==> src/rtl/osc_clk_div_bank_pkg.sv <==
// Shared types and defaults for the oscillator clock-enable divider bank.
// Provides the channel mode encoding and the default divisor width and reset divisor.
// Imported by the channel and the top level; it has no ports.
package osc_div_pkg;

  typedef enum logic {
    DIV_PULSE  = 1'b0,  // TICK only, CLKOUT held low
    DIV_TOGGLE = 1'b1   // CLKOUT flips on every TICK, period 2N
  } div_mode_t;

  localparam int DIV_W_DEFAULT    = 16;
  localparam int DIV_INIT_DEFAULT = 50;  // 50 MHz fabric clock -> 1 MHz tick

endpackage

==> src/rtl/osc_clk_div_bank_if.sv <==
// Configuration and output bundle of the divider bank.
// master: drives CFG_* and SYNC and observes TICK/CLKOUT/UPD_PEND (the bus owner).
// slave : the divider bank itself.
interface osc_clk_div_bank_if #(
  parameter int NCH   = 4,
  parameter int DIV_W = 16,
  parameter int CH_W  = (NCH > 1) ? $clog2(NCH) : 1
);
  logic             CFG_WE;
  logic [CH_W-1:0]  CFG_CH;
  logic [DIV_W-1:0] CFG_DIV;
  logic             CFG_MODE;
  logic             CFG_EN;
  logic             SYNC;
  logic [NCH-1:0]   TICK;
  logic [NCH-1:0]   CLKOUT;
  logic [NCH-1:0]   UPD_PEND;

  modport master (
    output CFG_WE, CFG_CH, CFG_DIV, CFG_MODE, CFG_EN, SYNC,
    input  TICK, CLKOUT, UPD_PEND
  );

  modport slave (
    input  CFG_WE, CFG_CH, CFG_DIV, CFG_MODE, CFG_EN, SYNC,
    output TICK, CLKOUT, UPD_PEND
  );
endinterface

==> src/rtl/osc_clk_div_bank_chan.sv <==
// One divider channel: down-counter producing a registered one-cycle TICK every N cycles,
// plus an optional registered square wave that flips on every TICK.
// Ports: clk/rst_n; wr/wr_div/wr_mode/wr_en config write; sync restart; tick/clkout/upd_pend outputs.
module osc_div_chan
  import osc_div_pkg::*;
#(
  parameter int   DIV_W    = DIV_W_DEFAULT,
  parameter int   DIV_INIT = DIV_INIT_DEFAULT,
  parameter logic EN_INIT  = 1'b0
) (
  input  logic             clk,
  input  logic             rst_n,
  input  logic             wr,
  input  logic [DIV_W-1:0] wr_div,
  input  div_mode_t        wr_mode,
  input  logic             wr_en,
  input  logic             sync,
  output logic             tick,
  output logic             clkout,
  output logic             upd_pend
);

  logic [DIV_W-1:0] cnt;
  logic [DIV_W-1:0] shadow;
  logic [DIV_W-1:0] div_active;
  div_mode_t        mode;
  div_mode_t        shadow_mode;
  logic             en;

  logic [DIV_W-1:0] wr_n;      // written divisor with 0 folded onto 1
  logic             at_wrap;
  logic [DIV_W-1:0] next_div;  // divisor the next reload will use
  div_mode_t        next_mode;

  assign wr_n      = (wr_div == '0) ? DIV_W'(1) : wr_div;
  assign at_wrap   = (cnt == '0);
  assign next_div  = upd_pend ? shadow : div_active;
  assign next_mode = upd_pend ? shadow_mode : mode;

  always_ff @(posedge clk or negedge rst_n) begin
    if (!rst_n) begin
      cnt         <= DIV_W'(DIV_INIT - 1);
      shadow      <= DIV_W'(DIV_INIT);
      div_active  <= DIV_W'(DIV_INIT);
      mode        <= DIV_PULSE;
      shadow_mode <= DIV_PULSE;
      en          <= EN_INIT;
      tick        <= 1'b0;
      clkout      <= 1'b0;
      upd_pend    <= 1'b0;
    end else if (wr && !wr_en) begin
      // Disable: outputs drop next cycle, counter freezes, new settings take effect at once.
      en          <= 1'b0;
      shadow      <= wr_n;
      div_active  <= wr_n;
      mode        <= wr_mode;
      shadow_mode <= wr_mode;
      upd_pend    <= 1'b0;
      tick        <= 1'b0;
      clkout      <= 1'b0;
    end else if (wr && (!en || sync)) begin
      // Fresh start (or restart under SYNC): nothing is running that could be cut short.
      en          <= 1'b1;
      shadow      <= wr_n;
      div_active  <= wr_n;
      mode        <= wr_mode;
      shadow_mode <= wr_mode;
      cnt         <= wr_n - DIV_W'(1);
      upd_pend    <= 1'b0;
      tick        <= 1'b0;
      clkout      <= 1'b0;
    end else if (en) begin
      if (sync) begin
        div_active <= next_div;
        mode       <= next_mode;
        cnt        <= next_div - DIV_W'(1);
        upd_pend   <= 1'b0;
        tick       <= 1'b0;
        clkout     <= 1'b0;
      end else begin
        tick   <= at_wrap;
        // The edge that ends a period still uses the old mode; a new mode starts with the new period.
        clkout <= (mode == DIV_TOGGLE) ? (clkout ^ at_wrap) : 1'b0;
        if (at_wrap) begin
          div_active <= next_div;
          mode       <= next_mode;
          cnt        <= next_div - DIV_W'(1);
          upd_pend   <= 1'b0;
        end else begin
          cnt <= cnt - DIV_W'(1);
        end
      end
      // Running channel: park the write in the shadow; it outranks a same-cycle pending clear.
      if (wr) begin
        shadow      <= wr_n;
        shadow_mode <= wr_mode;
        upd_pend    <= 1'b1;
      end
    end else begin
      tick   <= 1'b0;
      clkout <= 1'b0;
    end
  end

endmodule

==> src/rtl/osc_clk_div_bank.sv <==
// Bank of NCH programmable clock-enable dividers running off the fabric oscillator clock.
// Decodes CFG_CH into per-channel write strobes and fans SYNC out to every channel.
// Ports: CLK, RESETN (async active-low), bus (slave: CFG_* / SYNC in, TICK/CLKOUT/UPD_PEND out).
module osc_clk_div_bank
  import osc_div_pkg::*;
#(
  parameter int             NCH      = 4,
  parameter int             DIV_W    = DIV_W_DEFAULT,
  parameter int             DIV_INIT = DIV_INIT_DEFAULT,
  parameter logic [NCH-1:0] EN_INIT  = '0
) (
  input  logic               CLK,
  input  logic               RESETN,
  osc_clk_div_bank_if.slave  bus
);

  localparam int CH_W = (NCH > 1) ? $clog2(NCH) : 1;

  logic [NCH-1:0] tick;
  logic [NCH-1:0] clkout;
  logic [NCH-1:0] upd_pend;

  for (genvar i = 0; i < NCH; i++) begin : g_chan
    logic wr;
    // Out-of-range channel numbers match no instance, so such writes are dropped.
    assign wr = bus.CFG_WE && (bus.CFG_CH == CH_W'(i));

    osc_div_chan #(
      .DIV_W    (DIV_W),
      .DIV_INIT (DIV_INIT),
      .EN_INIT  (EN_INIT[i])
    ) u_chan (
      .clk      (CLK),
      .rst_n    (RESETN),
      .wr       (wr),
      .wr_div   (bus.CFG_DIV),
      .wr_mode  (div_mode_t'(bus.CFG_MODE)),
      .wr_en    (bus.CFG_EN),
      .sync     (bus.SYNC),
      .tick     (tick[i]),
      .clkout   (clkout[i]),
      .upd_pend (upd_pend[i])
    );
  end

  assign bus.TICK     = tick;
  assign bus.CLKOUT   = clkout;
  assign bus.UPD_PEND = upd_pend;

endmodule

==> src/flat_wrapper.sv <==
// flat-port wrapper written by rule: the top's interface ports become plain ports
module osc_clk_div_bank_flat import osc_div_pkg::*;
#(
  parameter int             NCH      = 4,
  parameter int             DIV_W    = DIV_W_DEFAULT,
  parameter int             DIV_INIT = DIV_INIT_DEFAULT,
  parameter logic [NCH-1:0] EN_INIT  = '0
)
  (CLK, RESETN, bus_CFG_WE, bus_CFG_CH, bus_CFG_DIV, bus_CFG_MODE, bus_CFG_EN, bus_SYNC, bus_TICK, bus_CLKOUT, bus_UPD_PEND);
  osc_clk_div_bank_if #(.NCH(NCH), .DIV_W(DIV_W)) bus_i ();
  input  logic CLK;
  input  logic RESETN;
  input wire logic [$bits(bus_i.CFG_WE)-1:0] bus_CFG_WE;
  input wire logic [$bits(bus_i.CFG_CH)-1:0] bus_CFG_CH;
  input wire logic [$bits(bus_i.CFG_DIV)-1:0] bus_CFG_DIV;
  input wire logic [$bits(bus_i.CFG_MODE)-1:0] bus_CFG_MODE;
  input wire logic [$bits(bus_i.CFG_EN)-1:0] bus_CFG_EN;
  input wire logic [$bits(bus_i.SYNC)-1:0] bus_SYNC;
  output wire logic [$bits(bus_i.TICK)-1:0] bus_TICK;
  output wire logic [$bits(bus_i.CLKOUT)-1:0] bus_CLKOUT;
  output wire logic [$bits(bus_i.UPD_PEND)-1:0] bus_UPD_PEND;
  assign bus_i.CFG_WE = bus_CFG_WE;
  assign bus_i.CFG_CH = bus_CFG_CH;
  assign bus_i.CFG_DIV = bus_CFG_DIV;
  assign bus_i.CFG_MODE = bus_CFG_MODE;
  assign bus_i.CFG_EN = bus_CFG_EN;
  assign bus_i.SYNC = bus_SYNC;
  assign bus_TICK = bus_i.TICK;
  assign bus_CLKOUT = bus_i.CLKOUT;
  assign bus_UPD_PEND = bus_i.UPD_PEND;
  osc_clk_div_bank #(.NCH(NCH), .DIV_W(DIV_W), .DIV_INIT(DIV_INIT), .EN_INIT(EN_INIT)) u_core (.CLK(CLK), .RESETN(RESETN), .bus(bus_i));
endmodule
==> config.mk <==
export PLATFORM = sky130hd
export DESIGN_NAME = osc_clk_div_bank_flat
export DESIGN_NICKNAME = d
export VERILOG_FILES = /design/src/rtl/osc_clk_div_bank_pkg.sv /design/src/rtl/osc_clk_div_bank_if.sv /design/src/rtl/osc_clk_div_bank_chan.sv /design/src/rtl/osc_clk_div_bank.sv /design/src/flat_wrapper.sv
export SDC_FILE = /design/constraint.sdc
export NUM_CORES = 1
export LEC_CHECK = 0
export ABC_CLOCK_PERIOD_IN_PS = 2600
export CAP_MARGIN = 10
export CORE_ASPECT_RATIO = 1.1
export CORE_MARGIN = 1.5
export CORE_UTILIZATION = 25
export DETAILED_ROUTE_END_ITERATION = 10
export DONT_BUFFER_PORTS = 1
export HOLD_SLACK_MARGIN = 0.03
export MAX_ROUTING_LAYER = met4
export SYNTH_ARGS = -nofsm -noshare
export SYNTH_HDL_FRONTEND = slang
export SYNTH_HIERARCHICAL = 1
export SYNTH_SLANG_ARGS = --single-unit
==> constraint.sdc <==
create_clock -name CLK -period 2.6 [get_ports CLK]
set_clock_uncertainty 0.05 [all_clocks]
set_input_delay 0.52 -clock CLK [delete_from_list [all_inputs] [get_ports CLK]]
set_output_delay 0.52 -clock CLK [all_outputs]
set_load 0.03 [all_outputs]
==> key figures <==
Run status
  • Status: complete, but fails checks
  • Failing checks: hold timing

Route
  • Vias per std cell: 5.20
  • DR vias: 12651
  • Final wirelength: 45300 um
  • Final ANT Viol Nets: 0
  • WL/cell: 18.6 um
  • First drt pass iteration count: 5
  • DRC errors left: 0
  • Iteration-0 DRC Markers: 845

Setup path
  • Largest stage delay, worst path: 0.56 ns
  • Critical-path top delay cell: dfstp_2
  • CP max FO: 9
  • R2r startpoint: u_core/g_chan[2].u_chan/cnt[0]
  • Startpoint types: register
  • Setup crit end kind: register
  • WP data arrival: 2.82 ns
  • Required time of the critical path: 2.98 ns
  • Worst path most repeated cell: buf_4
  • Worst setup path class: register to register
  • Crit path from: u_core/g_chan[2].u_chan/cnt[0]
  • Cell Chain, Critical Path: inv_1 -> ha_1 -> nor4b_1 -> buf_4 -> a41o_1 -> buf_4 -> nand2_1 -> o21ai_0 -> a211o_1

Floorplan
  • Core area: 57600 sq um
  • Initial core utilization: 0.254
  • Die X-Extent: 234 um
  • Die area: 60000 sq um
  • IO Pins: 36
  • Site row count: 92
  • Die Span Y: 257 um

Yosys
  • Synth top area cells: dfrtp_1, mux2i_1, dfstp_2, mux2_2, nand2_1
  • Synth top area share: 0.308
  • Number of flops mapped to enable cells by yosys: 0
  • Primary FF master, synth: dfrtp_1
  • YS warnings: 6
  • Synth area leader: dfrtp_1
  • Post-synthesis instance area: 14600 sq um
  • Post-Synth Adder-Cell Area: 0.0137
  • Synth Area per Inst: 9.17 sq um
  • Largest family of logic cells by synthesized area: simple AND/OR/NAND/NOR gates
  • Xor/xnor share of the synthesized area: 0.0837
  • Mux cell area share after synthesis: 0.130
  • Post-synthesis compound-gate area fraction: 0.148
  • Cell count after synthesis: 1596
  • Ys async rst share: 1.00
  • Seq/Total Area, Yosys: 0.372
  • Synth Area in Simple Gates: 0.222
  • Yosys reg bits: 216
  • Syn nets: 1636
  • Count of cell types in the netlist: 86

Clock network
  • Hold Buf Count CTS: 4
  • Clock Tree Buf Depth: 3
  • Reg clk slew, reported paths: 0.06 ns
  • H-tree levels: 1
  • # clock sinks: 216
  • Cts bufs inserted: 25
  • Clk_lat worst skew: 0.54 ns
  • Root buf cell: clkbuf_16
  • CTS tree: built

Run
  • Max-cap violations: 0

Layout
  • Final core occ: 0.296
  • Area Growth Syn to Fin: 16.5%
  • Commonest cells after routing, fill and taps aside: nand2_1, dfrtp_1, nor2_1, mux2i_1, buf_4
  • Final net count: 1704
  • Share of cells above drive strength 1: 0.199
  • # diodes: 0
  • Final Instance Area: 17100 sq um

GRT
  • Initial antenna violation count: 0
  • First-pass GRT wire length: 72000 um
  • Vias in the first global route: 12644
  • Pin count of the biggest net entering global routing: 217
  • All-Layer GR Usage: 0.154
  • Grt total ovfl: 0

STA
  • Final setup TNS: 0 ns
  • Peak Freq: 409 MHz
  • Final worst path period share: 0.941
  • Fin worst setup slack: 0.154 ns
  • Fin. max-slew vios: 0
  • Hold WS: -0.341 ns
  • Hold Vio Cnt, Final: 201
  • Tightest Pin Transition: 0.875 ns
  • Setup-failing EPs final: 0
  • RSZ-0062 raised after global routing: no
  • Worst rel slew slack: 0.417
  • Tmin final: 2.45 ns

Power and ir drop
  • Peak supply drop: 0.000514 V
  • LEAKAGE: 6.39 nW
  • Power per cell area: 811 nW/um^2

Worst hold path
  • Worst hold path class: primary input to asynchronous set/reset pin

Place
  • Pre-CTS WS: -0.184 ns
  • I/O Buffers: 0
  • Final RePlAce weighted congestion: 0.886
  • Placed wire-length estimate: 31200 um
  • DP Area: 16200 sq um
-- through the flow --
stage	hold WS, ns	power [mW]	std cells
5_1_grt	-0.369	14.7	2434
6_report	-0.341	13.8	2434
3_5_place_dp	0.204	10.2	2383
3_3_place_gp	0.204	10.0	2383
2_1_floorplan	0.174	8.89	1596
4_1_cts	-0.375	13.9	2432
-- layer usage --
metal	up-vias	track usage	wire length, um
met5	-	-	0
li1	5989	-	-
met2	363	0.252	21700
met3	109	0.0241	2360
met4	0	0.0659	2160
met1	6190	0.187	19100
-- final timing paths --
path                                                          end  slack, ns  depth (start not counted)
hold / removal                       u_core/g_chan[1].u_chan/tick      -0.34                          0
setup / recovery                  u_core/g_chan[2].u_chan/cnt[10]       0.15                          9
max in group asynchronous       u_core/g_chan[0].u_chan/shadow[5]       2.47                          0
min in group CLK           u_core/g_chan[2].u_chan/div_active[13]       0.05                          2
setup reg to reg                  u_core/g_chan[2].u_chan/cnt[10]       0.15                          9
hold reg to reg                u_core/g_chan[2].u_chan/shadow[14]       0.46                          1
-- layout make-up --
cell class	instances	area (sq um)
clock buffer	32	682
clock inverter	13	149
fill	6095	40500
inverter	23	86.3
multi-input combinational	1288	8890
sequential	216	5460
tap	752	941
timing repair buffer	110	848
-- critical path: cells and delay by family (launching register included) --
| family | cells | cell delay (ns) |
|---|---|---|
| flip-flops | 1 | 0.56 |
| buffers and inverters | 3 | 0.45 |
| adder cells (fa/ha/maj) | 1 | 0.21 |
| AND/OR/NAND/NOR | 2 | 0.31 |
| AO/OA/AOI/OAI | 3 | 0.74 |
-- synthesized netlist by cell type (all sizes together), types with 20 or more instances --
library cell	number
mux2	73
o22ai	20
inv	21
clkbuf	32
xnor2	75
nor4	33
xor2	65
nor3b	24
nand3	39
nor2	116
dfstp	36
o21ai	136
or3	20
mux2i	107
buf	37
nor3	85
dfrtp	180
a21oi	78
nand2	179
-- registers in the layout, indices dropped and copies added (netlist names) --
signal and count:
u_core/g_chan.u_chan/upd_pend 4, u_core/g_chan.u_chan/div_active 64, u_core/g_chan.u_chan/shadow_mode 4, u_core/g_chan.u_chan/mode 4
u_core/g_chan.u_chan/en 4, u_core/g_chan.u_chan/cnt 64, u_core/g_chan.u_chan/shadow 64, u_core/g_chan.u_chan/clkout 4
u_core/g_chan.u_chan/tick 4
-- power breakdown --
group / total [mW] / switching, mW / internal (mW)
logic: 4.44 / 2.32 / 2.12
registers: 5.76 / 1.29 / 4.47
clock network: 3.64 / 1.49 / 2.15
total: 13.8 / 5.09 / 8.74
-- cell families after synthesis --
| logic type | after synthesis |
|---|---|
| flops | 216 |
| buf+inv | 92 |
| fa+ha+maj | 16 |
| simple gates | 600 |
| xor+xnor | 140 |
| compound gates | 352 |
| mux | 180 |
-- repair_timing --
| item | in CTS | in global routing |
|---|---|---|
| endpoints found under the hold margin | 227 | 216 |
| setup buffers | 0 | 2 |
| endpoints found under the setup margin | 0 | 5 |
| gates resized for setup | 0 | 2 |
Note: power is estimated with default switching activity, not from simulation.
